--- src/rtl/voucher_vend_ctrl.sv ---
// Coin-slot arbiter and dispense sequencer that sits in front of the dime/quarter counter FSM.
// Every output comes from a flop loaded from next-state, so no input reaches an output combinationally.
module voucher_vend_ctrl #(
  parameter int ACK_TIMEOUT = 15,
  parameter int TMR_W       = 4,
  parameter int VCNT_W      = 8
) (
  input  logic              clk,
  input  logic              reset,
  input  logic              dime_req,
  output logic              dime_ack,
  input  logic              qtr_req,
  output logic              qtr_ack,
  output logic              cnt_enable,
  output logic              cnt_coin,
  output logic              cnt_clear_n,
  input  logic              cnt_dollar,
  input  logic              cnt_nickel,
  output logic              vch_req,
  input  logic              vch_ack,
  output logic              nkl_req,
  input  logic              nkl_ack,
  output logic              busy,
  output logic              fault,
  output logic [VCNT_W-1:0] vouchers
);

  typedef enum logic [2:0] {
    S_IDLE,
    S_ISSUE,
    S_VREQ,
    S_NREQ,
    S_FAULT
  } state_t;

  localparam logic [TMR_W-1:0] TMO_LAST = TMR_W'(ACK_TIMEOUT - 1);

  generate
    if ((2 ** TMR_W) <= ACK_TIMEOUT || ACK_TIMEOUT < 1) begin : g_bad_param
      $error("voucher_vend_ctrl: TMR_W too narrow for ACK_TIMEOUT");
    end
  endgenerate

  state_t              state_q, state_d;
  logic                rr_q, rr_d;       // 1 = dime has priority on a tie
  logic                coin_q, coin_d;   // 1 = dime
  logic                dol_q, dol_d;
  logic                nkl_q, nkl_d;
  logic [TMR_W-1:0]    tmr_q, tmr_d;
  logic [VCNT_W-1:0]   vcnt_q, vcnt_d;

  logic en_q, dack_q, qack_q, vreq_q, nreq_q, busy_q, fault_q, clr_n_q;

  always_ff @(posedge clk) begin
    if (!reset) state_q <= S_IDLE;
    else        state_q <= state_d;
  end

  always_comb begin
    state_d = state_q;
    rr_d    = rr_q;
    coin_d  = coin_q;
    dol_d   = dol_q;
    nkl_d   = nkl_q;
    tmr_d   = tmr_q;
    vcnt_d  = vcnt_q;
    unique case (state_q)
      S_IDLE: begin
        if (dime_req || qtr_req) begin
          coin_d  = dime_req && (!qtr_req || rr_q);
          state_d = S_ISSUE;
        end
      end
      S_ISSUE: begin
        dol_d   = cnt_dollar;
        nkl_d   = cnt_nickel;
        rr_d    = ~rr_q;
        tmr_d   = '0;
        state_d = cnt_dollar ? S_VREQ : S_IDLE;
      end
      S_VREQ: begin
        // an ack on the final allowed cycle still wins over the timeout
        if (vch_ack) begin
          if (vcnt_q != {VCNT_W{1'b1}}) vcnt_d = vcnt_q + VCNT_W'(1);
          tmr_d   = '0;
          state_d = nkl_q ? S_NREQ : S_IDLE;
        end else if (tmr_q == TMO_LAST) begin
          state_d = S_FAULT;
        end else begin
          tmr_d = tmr_q + TMR_W'(1);
        end
      end
      S_NREQ: begin
        if (nkl_ack) begin
          state_d = S_IDLE;
        end else if (tmr_q == TMO_LAST) begin
          state_d = S_FAULT;
        end else begin
          tmr_d = tmr_q + TMR_W'(1);
        end
      end
      S_FAULT: state_d = S_FAULT;
      default: state_d = S_IDLE;
    endcase
  end

  always_ff @(posedge clk) begin
    if (!reset) begin
      rr_q    <= 1'b1;
      coin_q  <= 1'b0;
      dol_q   <= 1'b0;
      nkl_q   <= 1'b0;
      tmr_q   <= '0;
      vcnt_q  <= '0;
      en_q    <= 1'b0;
      dack_q  <= 1'b0;
      qack_q  <= 1'b0;
      vreq_q  <= 1'b0;
      nreq_q  <= 1'b0;
      busy_q  <= 1'b0;
      fault_q <= 1'b0;
      clr_n_q <= 1'b0;
    end else begin
      rr_q    <= rr_d;
      coin_q  <= coin_d;
      dol_q   <= dol_d;
      nkl_q   <= nkl_d;
      tmr_q   <= tmr_d;
      vcnt_q  <= vcnt_d;
      en_q    <= (state_d == S_ISSUE);
      dack_q  <= (state_d == S_ISSUE) &&  coin_d;
      qack_q  <= (state_d == S_ISSUE) && !coin_d;
      vreq_q  <= (state_d == S_VREQ);
      nreq_q  <= (state_d == S_NREQ);
      busy_q  <= (state_d != S_IDLE);
      fault_q <= (state_d == S_FAULT);
      clr_n_q <= (state_d != S_FAULT);
    end
  end

  assign dime_ack    = dack_q;
  assign qtr_ack     = qack_q;
  assign cnt_enable  = en_q;
  assign cnt_coin    = coin_q;
  assign cnt_clear_n = clr_n_q;
  assign vch_req     = vreq_q;
  assign nkl_req     = nreq_q;
  assign busy        = busy_q;
  assign fault       = fault_q;
  assign vouchers    = vcnt_q;

endmodule

--- config.mk ---
export PLATFORM = sky130hd
export DESIGN_NAME = voucher_vend_ctrl
export DESIGN_NICKNAME = d
export VERILOG_FILES = /design/src/rtl/voucher_vend_ctrl.sv
export SDC_FILE = /design/constraint.sdc
export NUM_CORES = 1
export LEC_CHECK = 0
export CORE_UTILIZATION = 50
export DETAILED_ROUTE_END_ITERATION = 8
export PLACE_DENSITY = 0.78
export SLEW_MARGIN = 20
export SYNTH_ARGS = -nofsm -noshare
export SYNTH_HDL_FRONTEND = slang
export SYNTH_SLANG_ARGS = --single-unit
--- constraint.sdc ---
create_clock -name clk -period 2.5 [get_ports clk]
set_input_delay 0.5 -clock clk [delete_from_list [all_inputs] [get_ports clk]]
set_output_delay 0.5 -clock clk [all_outputs]
set_load 0.1 [all_outputs]
==> impl_metrics.toml <==
[run_status]
status = "finished, final reports clean"

[sta]
fin_crit_sh = 0.763
final-setup-viol-count = 0
tightest_slew_ns = 0.595
rsz0062_at_grt = "no"
hold_violations = 0
relSlewSlack = 0.603
finalClockSkew_ns = 0.00109
layout_setup_ws_ns = 0.594
fin_hold_ws_ns = 0.534
layout_min_cycle_time_ns = 1.91
fin_setup_tns_ns = 0
fmax_ghz = 0.525
drv_slew = 0

[drt]
wl_per_cell_um = 13.7
top_layer_used = "met4"
drtAntennaViolNets = 0
wl_met3_um = 52
post-route-drc-count = 0
first_pass_iters = 4
dr_wl_met2_um = 1210
via_per_inst = 5.49
met1_length_um = 1200
drt_iter0_markers = 13
vias = 993
wirelength_um = 2490

[clocking]
cts_hold_buf = 0
clk_pin_slew_worst_paths_ns = 0.14
clkSinkCount = 26
clockBufferDepth = 2
clock_latency_ns = 0.32
cts_resized = 0
clockRootBuffer = "clkbuf_4"
cts_tree = "yes"
numCtsBuffers = 3
post-cts-setup-buffer-count = 0
htree_levels = 1

[layout]
final_util = 0.654
fillCellCount = 191
stdcell_area_um2 = 1490
seqCellArea_um2 = 520
drive_gt1_frac = 0.242
final_cell_count_no_fill = 181
diodes = 0
area_growth_pct = 19.1
multiInputGateArea_um2 = 672
fin_nets = 165
largest_register_ffs = 8

[setup_path]
end_kind = "register"
setup.worst_path.start = "tmr_q[0]"
critPathLaunchType = "register"
rr_worst_depth = 6
r2r-end = "dime_ack"
critPathKind = "reg -> reg"
worstPathArrival_ns = 2.16
cp_max_fo = 4
required_ns = 2.75
reg2reg_from = "tmr_q[0]"
crit_end = "dime_ack"
reg2reg_slack_ns = 0.59

[yosys]
syn_inst = 129
postSynthRegisterBits = 26
ys.warnings.count = 0
synth.avg_cell_area_um2 = 9.68
synth-edff-count = 0
syn_area_um2 = 1250
async_flop_share = 0
synth-seq-area-share = 0.417
syn_nets = 140
synth_cell_types = 47
synthFlopType = "dfxtp_1"

[pwr]
total_power_mw = 0.861
ir_drop_v = 0.000327
p_leak_nw = 0.584
power_density_nw_per_um2 = 579

[min_path]
hold_class = "reg -> reg"

[floorplanning]
die_height_um = 52.0
chipWidth_um = 52.0
io_pins = 25
rows = 17
core_area_um2 = 2280
die_area_um2 = 2700
start_util = 0.549

[global_routing]
antenna_found_initial = 0
grt_pass1_wl_um = 4150
grt_max_degree = 17
grt-ovfl-total = 0
grt_pass1_vias = 944
track_usage = 0.207

[place]
place_ws_ns = 0.391
dp_hpwl_um = 1820
placed_cells = 177
gp_congestion = 0.764
portBuffers = 24
dpl-instance-area_um2 = 1450

[run]
drv_cap = 0
[worst max-delay path: stages, from the launching register on]
cell and delay [ns]:
dfxtp_1 0.41, inv_1 0.08, ha_1 0.23, and3_1 0.22, or4b_4 0.54, nand3_1 0.16
nor4b_2 0.19
[Yosys cell counts, types with 3 or more instances]
library cell | count | share of area
a21oi_1 | 4 | 0.016
and2_1 | 3 | 0.015
dfxtp_1 | 26 | 0.42
ha_1 | 3 | 0.030
inv_1 | 5 | 0.015
mux2i_1 | 4 | 0.032
nand2_1 | 9 | 0.027
nand3_1 | 5 | 0.020
nor2_1 | 13 | 0.039
nor3_1 | 4 | 0.016
o21ai_0 | 6 | 0.024
xnor2_1 | 3 | 0.021
xor2_1 | 3 | 0.021
[worst min-delay path by stage]
stage	startpoint	end	slack, ns	depth (start not counted)
after floorplan	rr_q	rr_q	0.47	2
after global placement	rr_q	rr_q	0.48	2
after detailed placement	vouchers[7]	vouchers[7]	0.51	2
after CTS	vouchers[7]	vouchers[7]	0.53	2
after global routing	vouchers[5]	vouchers[5]	0.56	2
final	vouchers[7]	vouchers[7]	0.53	2
[cell usage in the layout (no fill, tap or decap), drive strengths merged, types with 3 or more instances in the layout]
cell type	n
a21oi	4
and2	4
buf	18
clkbuf	4
clkdlybuf4s50	7
dfxtp	26
ha	3
inv	5
mux2i	4
nand2	9
nand3	5
nor2	13
nor3	4
o21ai	8
xnor2	3
xor2	3
[report_power, final]
group | switching [mW] | internal [mW]
Combinational | 0.132 | 0.0643
Sequential | 0.0166 | 0.434
Clock | 0.125 | 0.0891
[layer usage]
layer,GRT usage,vias to the layer above
met1,0.261,465
met3,0.0263,2
met2,0.353,14
met5,0,-
li1,-,512
met4,0.0811,0
[kinds of logic (layout without fill, tap and decap cells)]
logic type | after synthesis | count (layout) | share of synthesized area
mux | 5 | 5 | 0.0411
flops | 26 | 26 | 0.417
compound gates | 24 | 24 | 0.146
fa+ha+maj | 3 | 3 | 0.0301
simple gates | 55 | 55 | 0.279
buf+inv | 10 | 34 | 0.0451
xor+xnor | 6 | 6 | 0.0421
[layout make-up]
class | count | area share
Inverter | 5 | 0.0126
Clock buffer | 4 | 0.0244
Sequential cell | 26 | 0.350
Multi-Input combinational cell | 93 | 0.452
Timing Repair Buffer | 25 | 0.138
Tap cell | 28 | 0.0235
(Power assumes the default switching activity.)
